<file path="config.mk">
export PLATFORM = sky130hd
export DESIGN_NAME = param_return_stack_flat
export DESIGN_NICKNAME = d
export VERILOG_FILES = /design/src/rtl/rstack_pkg.sv /design/src/rtl/param_return_stack_if.sv /design/src/rtl/rstack_ram.sv /design/src/rtl/param_return_stack.sv /design/src/flat_wrapper.sv
export SDC_FILE = /design/constraint.sdc
export NUM_CORES = 1
export LEC_CHECK = 0
export ABC_AREA = 0
export CORE_MARGIN = 2
export CORE_UTILIZATION = 55
export CTS_BUF_LIST = sky130_fd_sc_hd__clkbuf_8 sky130_fd_sc_hd__clkbuf_16
export DETAILED_ROUTE_END_ITERATION = 10
export GPL_ROUTABILITY_DRIVEN = 0
export PLACE_DENSITY = 0.71
export SLEW_MARGIN = 25
export SYNTH_ARGS = -nofsm -noshare
export SYNTH_HDL_FRONTEND = slang
export SYNTH_SLANG_ARGS = --single-unit
export TNS_END_PERCENT = 50
</file>
<file path="constraint.sdc">
create_clock -name CLK -period 15 [get_ports CLK]
set_input_delay 3.75 -clock CLK [delete_from_list [all_inputs] [get_ports CLK]]
set_output_delay 3.75 -clock CLK [all_outputs]
set_load 0.02 [all_outputs]
</file>
<file path="src/rtl/rstack_pkg.sv">
// Shared definitions for the parameterised return stack: operation encoding
// and default geometry.
package rstack_pkg;

    typedef enum logic [1:0] {
        RS_NOP  = 2'd0,
        RS_PUSH = 2'd1,
        RS_REPL = 2'd2,
        RS_POP  = 2'd3
    } rs_op_t;

    localparam int RS_WIDTH = 16;
    localparam int RS_DEPTH = 64;

endpackage

</file>
<file path="src/rtl/param_return_stack_if.sv">
// Operation/data bundle of the return stack. The master side issues
// operations and the slave side (the stack) reports its top entries and status.
interface param_return_stack_if import rstack_pkg::*; #(
    parameter int WIDTH = RS_WIDTH,
    parameter int DEPTH = RS_DEPTH
) ();
    logic [1:0]             stackOP;
    logic [WIDTH-1:0]       w;
    logic                   clr_err;
    logic [WIDTH-1:0]       a;
    logic [WIDTH-1:0]       b;
    logic [$clog2(DEPTH):0] count;
    logic                   empty;
    logic                   full;
    logic                   ovf;
    logic                   unf;

    modport master (
        output stackOP, w, clr_err,
        input  a, b, count, empty, full, ovf, unf
    );

    modport slave (
        input  stackOP, w, clr_err,
        output a, b, count, empty, full, ovf, unf
    );
endinterface

</file>
<file path="src/rtl/rstack_ram.sv">
// DEPTH x WIDTH register array for the return stack: one synchronous write
// port and two asynchronous read ports (top and the entry below it).
// Contents are deliberately not reset; the controller gates stale data.
module rstack_ram #(
    parameter int WIDTH = 16,
    parameter int DEPTH = 64,
    localparam int AW   = $clog2(DEPTH)
) (
    input  logic             clk,
    input  logic             we,
    input  logic [AW-1:0]    waddr,
    input  logic [WIDTH-1:0] wdata,
    input  logic [AW-1:0]    raddr_top,
    input  logic [AW-1:0]    raddr_next,
    output logic [WIDTH-1:0] rdata_top,
    output logic [WIDTH-1:0] rdata_next
);
    logic [WIDTH-1:0] mem [DEPTH];

    // Single write port, updated on the rising edge.
    always_ff @(posedge clk) begin
        if (we) begin
            mem[waddr] <= wdata;
        end
    end

    assign rdata_top  = mem[raddr_top];
    assign rdata_next = mem[raddr_next];
endmodule

</file>
<file path="src/rtl/param_return_stack.sv">
// Parameterised return stack built as a circular buffer with a top pointer.
// PUSH at full overwrites the oldest entry. Optional sticky overflow/underflow
// flags are built only when RSTACK_ERR_FLAGS_EN is defined; otherwise ovf/unf
// read 0 and clr_err is ignored.
module param_return_stack import rstack_pkg::*; #(
    parameter int WIDTH = RS_WIDTH,
    parameter int DEPTH = RS_DEPTH
) (
    input  logic                 CLK,
    input  logic                 reset,
    param_return_stack_if.slave  bus
);
    localparam int PW = $clog2(DEPTH);
    localparam int CW = PW + 1;
    localparam logic [CW-1:0] FULL_CNT = CW'(DEPTH);

    rs_op_t           op;
    logic [PW-1:0]    ptr_q;
    logic [PW-1:0]    ptr_d;
    logic [CW-1:0]    cnt_q;
    logic [CW-1:0]    cnt_d;
    logic             we;
    logic [PW-1:0]    waddr;
    logic [WIDTH-1:0] top_data;
    logic [WIDTH-1:0] next_data;
    logic             is_empty;
    logic             is_full;

    assign op       = rs_op_t'(bus.stackOP);
    assign is_empty = (cnt_q == '0);
    assign is_full  = (cnt_q == FULL_CNT);

    // Next pointer, count and write request for the sampled operation.
    always_comb begin
        ptr_d = ptr_q;
        cnt_d = cnt_q;
        we    = 1'b0;
        waddr = ptr_q;
        unique case (op)
            RS_PUSH: begin
                ptr_d = ptr_q + PW'(1);
                waddr = ptr_q + PW'(1);
                we    = 1'b1;
                if (!is_full) begin
                    cnt_d = cnt_q + CW'(1);
                end
            end
            RS_REPL: begin
                we = 1'b1;
                if (is_empty) begin
                    ptr_d = ptr_q + PW'(1);
                    waddr = ptr_q + PW'(1);
                    cnt_d = CW'(1);
                end
            end
            RS_POP: begin
                if (!is_empty) begin
                    ptr_d = ptr_q - PW'(1);
                    cnt_d = cnt_q - CW'(1);
                end
            end
            default: ;
        endcase
    end

    // Pointer and count registers; reset discards every entry at once.
    always_ff @(posedge CLK or negedge reset) begin
        if (!reset) begin
            ptr_q <= '0;
            cnt_q <= '0;
        end else begin
            ptr_q <= ptr_d;
            cnt_q <= cnt_d;
        end
    end

    rstack_ram #(
        .WIDTH (WIDTH),
        .DEPTH (DEPTH)
    ) u_ram (
        .clk        (CLK),
        .we         (we),
        .waddr      (waddr),
        .wdata      (bus.w),
        .raddr_top  (ptr_q),
        .raddr_next (ptr_q - PW'(1)),
        .rdata_top  (top_data),
        .rdata_next (next_data)
    );

    assign bus.a     = is_empty ? '0 : top_data;
    assign bus.b     = (cnt_q < CW'(2)) ? '0 : next_data;
    assign bus.count = cnt_q;
    assign bus.empty = is_empty;
    assign bus.full  = is_full;

`ifdef RSTACK_ERR_FLAGS_EN
    logic ovf_q;
    logic unf_q;
    logic ovf_set;
    logic unf_set;

    assign ovf_set = (op == RS_PUSH) && is_full;
    assign unf_set = (op == RS_POP) && is_empty;

    // Sticky error flags; an error in the clearing cycle leaves the flag set.
    always_ff @(posedge CLK or negedge reset) begin
        if (!reset) begin
            ovf_q <= 1'b0;
            unf_q <= 1'b0;
        end else begin
            ovf_q <= (ovf_q & ~bus.clr_err) | ovf_set;
            unf_q <= (unf_q & ~bus.clr_err) | unf_set;
        end
    end

    assign bus.ovf = ovf_q;
    assign bus.unf = unf_q;
`else
    logic unused_clr_err;
    assign unused_clr_err = bus.clr_err;
    assign bus.ovf = 1'b0;
    assign bus.unf = 1'b0;
`endif
endmodule

</file>
<file path="src/flat_wrapper.sv">
// flat-port wrapper written by rule: the top's interface ports become plain ports
module param_return_stack_flat import rstack_pkg::*;
#(
    parameter int WIDTH = RS_WIDTH,
    parameter int DEPTH = RS_DEPTH
)
  (CLK, reset, bus_stackOP, bus_w, bus_clr_err, bus_a, bus_b, bus_count, bus_empty, bus_full, bus_ovf, bus_unf);
  param_return_stack_if #(.WIDTH(WIDTH), .DEPTH(DEPTH)) bus_i ();
  input  logic CLK;
  input  logic reset;
  input wire logic [$bits(bus_i.stackOP)-1:0] bus_stackOP;
  input wire logic [$bits(bus_i.w)-1:0] bus_w;
  input wire logic [$bits(bus_i.clr_err)-1:0] bus_clr_err;
  output wire logic [$bits(bus_i.a)-1:0] bus_a;
  output wire logic [$bits(bus_i.b)-1:0] bus_b;
  output wire logic [$bits(bus_i.count)-1:0] bus_count;
  output wire logic [$bits(bus_i.empty)-1:0] bus_empty;
  output wire logic [$bits(bus_i.full)-1:0] bus_full;
  output wire logic [$bits(bus_i.ovf)-1:0] bus_ovf;
  output wire logic [$bits(bus_i.unf)-1:0] bus_unf;
  assign bus_i.stackOP = bus_stackOP;
  assign bus_i.w = bus_w;
  assign bus_i.clr_err = bus_clr_err;
  assign bus_a = bus_i.a;
  assign bus_b = bus_i.b;
  assign bus_count = bus_i.count;
  assign bus_empty = bus_i.empty;
  assign bus_full = bus_i.full;
  assign bus_ovf = bus_i.ovf;
  assign bus_unf = bus_i.unf;
  param_return_stack #(.WIDTH(WIDTH), .DEPTH(DEPTH)) u_core (.CLK(CLK), .reset(reset), .bus(bus_i));
endmodule
</file>
==> results of run 1 <==
## layout make-up
cell class	instances	share of cell area
flip-flops and latches	1037	0.5676
repair buffers	163	0.02573
clock inverters	86	0.01864
inverters	26	0.001805
diodes	1	0.00004569
clock buffers	110	0.04944
multi-input cells	1153	0.3101
well taps	1165	0.02662
## registers in the layout, summed over array words and instances (netlist names)
| register | count |
|---|---|
| u_core.u_ram.mem | 1024 |
| u_core.bus.count | 7 |
| u_core.ptr_q | 6 |
## layer usage
layer  wire (µm)  track usage  up-vias
met2       66090       0.4796     1985
met4        7382       0.1434        4
li1            -            -    10660
met3       15080      0.06974      350
met1       48100       0.4104    14690
met5         180            0        -
## cells in the mapped netlist (3+ instances only)
| library cell | number | area [µm²] |
|---|---|---|
| mux4_2 | 592 | 13330 |
| a221o_1 | 10 | 100.1 |
| o22ai_1 | 15 | 93.84 |
| a31oi_1 | 8 | 50.05 |
| nand2_1 | 112 | 420.4 |
| buf_2 | 62 | 310.3 |
| buf_1 | 20 | 75.07 |
| o21ai_0 | 22 | 110.1 |
| edfxtp_1 | 1024 | 30750 |
| buf_4 | 21 | 157.7 |
| nor3_1 | 8 | 40.04 |
| nand2b_1 | 5 | 31.28 |
| and2_1 | 3 | 18.77 |
| or3_1 | 8 | 50.05 |
| nor2b_1 | 5 | 31.28 |
| nor2_1 | 77 | 289.0 |
| nor4_1 | 3 | 18.77 |
| nand3_1 | 48 | 240.2 |
| buf_6 | 16 | 180.2 |
| or2_2 | 3 | 18.77 |
| mux2i_1 | 11 | 110.1 |
| mux2_2 | 8 | 90.09 |
| nor3b_1 | 3 | 22.52 |
| o211ai_1 | 6 | 45.04 |
| a221oi_1 | 8 | 70.07 |
| nand3b_1 | 3 | 22.52 |
| xnor2_1 | 7 | 61.31 |
| nand4_1 | 3 | 18.77 |
| a211oi_1 | 5 | 37.54 |
| xor2_1 | 3 | 26.28 |
| inv_1 | 17 | 63.81 |
| o21a_1 | 4 | 30.03 |
| clkinv_1 | 8 | 30.03 |
| a22oi_1 | 37 | 277.8 |
| a22o_1 | 13 | 113.9 |
| clkbuf_1 | 67 | 251.5 |
| or4_4 | 3 | 33.78 |
| or4_1 | 8 | 60.06 |
| nor2_2 | 6 | 37.54 |
| and3_1 | 7 | 43.79 |
| a21oi_1 | 29 | 145.1 |
| a21o_1 | 5 | 37.54 |
| o2111ai_1 | 16 | 140.1 |
| dfrtp_1 | 13 | 325.3 |
| ha_1 | 11 | 137.6 |
## through the flow
step	hold slack, ns	std cells
finish	0.6829	3741
global route	0.6847	3740
CTS	0.6676	3738
detailed placement	0.6474	3542
global placement	0.6405	3542
floorplan	0.7153	2402
## final timing paths
check                                     from                       to  slack, ns  depth (start not counted)
min in group asynchronous                reset      u_core.bus.count[1]       3.43                          1
hold / removal             u_core.bus.count[4]      u_core.bus.count[4]       0.68                          1
max in group asynchronous                reset          u_core.ptr_q[0]      11.12                          1
setup reg to reg               u_core.ptr_q[0]  u_core.u_ram.mem[54][2]       8.86                          8
setup / recovery               u_core.ptr_q[0]                 bus_b[4]       3.99                          8
hold reg to reg            u_core.bus.count[4]      u_core.bus.count[4]       0.68                          1
## logic make-up (layout without fill, tap and decap cells)
group                      count (synthesis)  count (layout)
xor gates and xnor gates                  10              10
and+or+nand+nor                          314             314
buffers and inverters                    212             385
AOI/OAI and AO/OA                        204             204
adders and majority gates                 12              12
muxes                                    611             611
other                                      1               3
DFF                                     1037            1037
## power breakdown
| group | total [mW] | switching [mW] | internal, mW |
|---|---|---|---|
| clock network | 2.82 | 1.13 | 1.69 |
| registers | 3.40 | 0.112 | 3.28 |
| logic | 5.40 | 3.09 | 2.31 |
==> out/results.ini, run 1 <==
[synth]
avgSynthCellArea_um2 = 20.39
ys.flop_type = edfxtp_1
synth_xor_area_frac = 0.001789
yosys.area_share.simple = 0.03073
synth_seq_cells = 1037
netlist_area_um2 = 48950
synth_cells = 2401
seq_area_frac_synth = 0.6349
ys_types = 76
synth_compound_area_frac = 0.03093
synthMuxAreaShare = 0.2765
synth_fa_ha_area_frac = 0.003221
synth_top_family_by_area = multiplexers
ys_warn_count = 0
async_flop_share = 0.01254
synth_edf_count = 1024

[worst_setup_path]
critPathLaunchType = flop
crit_family = buffers and inverters
cpMostUsedCell = mux4_2
cp.required_ns = 11.25
slowest_delay_ns = 1.00
cp_num_buf_inv = 3
crit_slowest_cell = ha_4
worstPathCellList = clkinv_1 -> ha_4 -> buf_4 -> mux4_2 -> mux4_2 -> a22oi_1 -> nand2_1 -> clkdlybuf4s50_1
cp.arrival_ns = 7.26
end_kind = primary output
crit_type = flop to primary output
cp_max_fo = 60

[final_layout]
final_nets = 2518
final_util = 0.6206
fillers = 5962
multi_input_area_um2 = 16980
syn_to_final_growth_pct = 11.88
ff_latch_area_um2 = 31090
drive_gt1_frac = 0.3751
design_area_um2 = 54760
layout_common_cells = 1024 x edfxtp_1, 592 x mux4_2, 112 x nand2_1
final_common_cell = edfxtp_1

[routing]
drc = 0
wl_per_cell_um = 36.58
wl_mm = 136.8
viasPerCell = 7.400
vias = 27690
ant_nets = 0
dr.pass1.iters = 7
drt_first_iter_violations = 4268

[floorplanning]
io_pins = 64
start_util = 0.5547
core_um2 = 88240
die_h_um = 302.3
placementRows = 109
die_x_um = 302.3
die_area_um2 = 91400

[clock_tree]
clk_pin_slew_ns = 0.07
cts.sink_count = 1037
postCtsResizedCells = 0
clkLatencyLatePin_ns = 0.69
clockBufferDepth = 3
hold_buffers = 0
cts_made_buffers = 104
cts_setup_buffers = 0
htreeDepth = 3
cts_root_buf = clkbuf_16
tritoncts = done

[sta]
postLayoutSetupSlackWorst_ns = 3.989
tns_ns = 0
hold_viol = 0
rsz0062_at_grt = no
setup_viol = 0
min_period_ns = 11.01
worst_pin_slew_ns = 1.113
slew-limit-headroom = 0.2578
timing.final.max_slew_violations = 0
finalClockSkew_ns = 0.02560
fmax_mhz = 90.82
fin_crit_sh = 0.7341

[placement]
dp_hpwl_mm = 80.31
io_buffers = 60
place_area_um2 = 50960
place_ws_ns = 4.913

[power_and_ir_drop]
p_total_mw = 11.61
p_leak_nw = 17.10
peakVddDrop_uv = 275.8
p_per_area_nw_per_um2 = 212.0

[outcome]
status = completed

[min_path]
hold_class = flop to flop

[global_routing]
grt_antenna_before_repair = 4
grt_max_degree = 138
grt.total_usage = 0.3047
grt_pass1_vias = 27680
grt_pass1_wl_mm = 195.7
grt-ovfl-total = 0

[run]
cap_violations = 0

(Power assumes the default switching activity.)
==> inputs of run 2 (changes only) <==
PLACE_DENSITY = 0.74   (was 0.71)
clock period = 10.12 ns   (was 15 ns; I/O delays follow)
==> run 2 against run 1 <==
Against the previous run: total power increased by 45%; wire length decreased by 1.5%; die area unchanged; sequential power increased by 48%; global-route usage decreased by 0.38 points; worst setup slack got worse by 2.1 ns; clock skew about the same; core utilization decreased by 0.37 points; critical path type unchanged; largest cell class unchanged; largest power group unchanged.
==> out/results.ini, run 2 (synthesis results as in run 1) <==
[sta]
finalClockSkew_ns = 0.02559  ; -0.00001080 ns
fin_crit_sh = 0.8117
worst_pin_slew_ns = 1.214  ; +0.1002 ns
timing.final.max_slew_violations = 0  ; unchanged
min_period_ns = 8.214
rsz0062_at_grt = no
setup_viol = 0  ; unchanged
tns_ns = 0  ; unchanged
slew-limit-headroom = 0.1910  ; -0.06681
fmax_mhz = 121.7
hold_viol = 0  ; unchanged

[worst_setup_path]
critPathLaunchType = flop
cp-startpoint = u_core.ptr_q[2]
crit_family = buffers and inverters
crit_slowest_cell = nor2b_2
cp.required_ns = 7.59  ; -3.66 ns
worstPathCellList = buf_4 -> buf_4 -> nor2b_2 -> a22oi_1 -> a21oi_1 -> a21oi_1 -> a21oi_1 -> clkdlybuf4s50_1
cpMostUsedCell = a21oi_1
reg2reg_slack_ns = 5.17  ; -3.69 ns
cp_num_buf_inv = 3  ; unchanged
timing.rr.start = u_core.ptr_q[1]
cp.arrival_ns = 5.68  ; -1.58 ns
slowest_delay_ns = 0.97  ; -0.03 ns
crit_type = flop to primary output
end_kind = primary output
cp_max_fo = 36  ; -40%

[global_routing]
grt_max_degree = 147  ; +6.5%
grt-ovfl-total = 0  ; unchanged
grt.total_usage = 0.3009  ; -0.003821
use_met3 = 0.09280  ; +0.02306
grt_pass1_wl_mm = 194.1  ; -0.83%
use_met1 = 0.3951  ; -0.01529
grt_pass1_vias = 27890  ; +0.75%
met2_usage = 0.4665  ; -0.01308
top_usage_layer = met2
grt_antenna_before_repair = 5  ; +1

[routing]
ant_nets = 0  ; unchanged
vias = 27710  ; +0.098%
wl_per_cell_um = 36.04  ; -1.5%
drc = 0  ; unchanged
wl_mm = 134.7  ; -1.5%
dr.pass1.iters = 5  ; -2
viasPerCell = 7.412  ; +0.15%
drt_first_iter_violations = 4088  ; -4.2%

[floorplanning]
die_area_um2 = 91400  ; unchanged
core_um2 = 88240  ; unchanged
die_x_um = 302.3  ; unchanged
io_pins = 64  ; unchanged
placementRows = 109  ; unchanged
die_h_um = 302.3  ; unchanged
start_util = 0.5547  ; unchanged

[final_layout]
multi_input_area_um2 = 16970  ; about the same
largest_register_ff_count = 1024  ; unchanged
largest-register = u_core.u_ram.mem
layout_common_cells = 1024 x edfxtp_1, 592 x mux4_2, 112 x nand2_1
final_common_cell = edfxtp_1
syn_to_final_growth_pct = 11.22
fillers = 5901  ; -1.0%
final_nets = 2522  ; +0.16%
ff_latch_area_um2 = 31090  ; unchanged
drive_gt1_frac = 0.3669  ; -0.008259
fin_cells = 3739  ; -0.053%

[clock_tree]
postCtsResizedCells = 0  ; unchanged
cts_root_buf = clkbuf_16
tritoncts = done
clkLatencyLatePin_ns = 0.69  ; about the same
cts_made_buffers = 103  ; -0.96%
clk_pin_slew_ns = 0.06  ; about the same
hold_buffers = 0  ; unchanged
cts_setup_buffers = 0  ; unchanged
cts.sink_count = 1037  ; unchanged
htreeDepth = 3  ; unchanged
clockBufferDepth = 3  ; unchanged

[min_path]
min_from = u_core.bus.count[5]
hold_class = flop to flop

[run]
cap_violations = 0  ; unchanged

[power_and_ir_drop]
peakVddDrop_uv = 429.3  ; +56%
p_per_area_nw_per_um2 = 308.2  ; +45%
p_leak_nw = 17.01  ; -0.54%

[placement]
dp_hpwl_mm = 79.74  ; -0.71%
dp_cells = 3545  ; +0.085%
io_buffers = 60  ; unchanged

[outcome]
status = completed

-- run 2: power breakdown --
part / leakage (nW) / internal (mW) / switching, mW / total, mW
clock: 1.70 / 2.11 / 1.62 / 3.73
sequential: 9.37 / 4.87 / 0.160 / 5.03
combinational: 5.94 / 3.44 / 4.57 / 8.01
-- run 2: layout make-up --
cell class,instances,share of cell area
Antenna cell,1,0.00004597
Clock buffer,105,0.04827
Clock inverter,84,0.01207
Inverter,26,0.001816
Multi-Input combinational cell,1153,0.3118
Sequential cell,1037,0.5710
Tap cell,1165,0.02678
Timing Repair Buffer,168,0.02818
-- run 2: through the flow --
stage,hold WS [ns],total power [mW],setup WS (ns),instance area (µm²),util
finish,0.6758,16.78,1.906,54440,0.6169
global route,0.6989,17.24,1.663,54430,0.6169
global placement,0.6407,12.87,2.601,51000,0.5780
floorplan,0.7153,10.14,3.936,48950,-
detailed placement,0.6541,12.93,2.539,51040,0.5784
CTS,0.6714,16.67,1.804,54320,0.6156
-- run 2: worst reg2reg max path, stage by stage, from the launching register on --
cell and delay [ns]:
dfrtp_4 0.83, buf_12 0.40, buf_16 0.48, ha_1 0.56
and3_1 0.23, mux2i_1 0.29, o21a_1 0.19, o311a_1 0.25
nand3_1 0.66, nor2_2 0.30, buf_4 0.39
-- run 2: worst paths after layout --
| check | endpoint | cells after the start |
|---|---|---|
| setup / recovery | bus_a[5] | 8 |
| min in group asynchronous | u_core.bus.count[1] | 1 |
| setup reg to reg | u_core.u_ram.mem[21][7] | 10 |
| max in group asynchronous | u_core.ptr_q[2] | 1 |
| hold / removal | u_core.bus.count[5] | 1 |
| hold reg to reg | u_core.bus.count[5] | 1 |
-- run 2: per-layer routing --
metal / wire, µm / up-vias
li1: - / 10650
met1: 47070 / 14690
met2: 64110 / 2029
met3: 16540 / 337
met4: 7009 / 4
met5: 16 / -
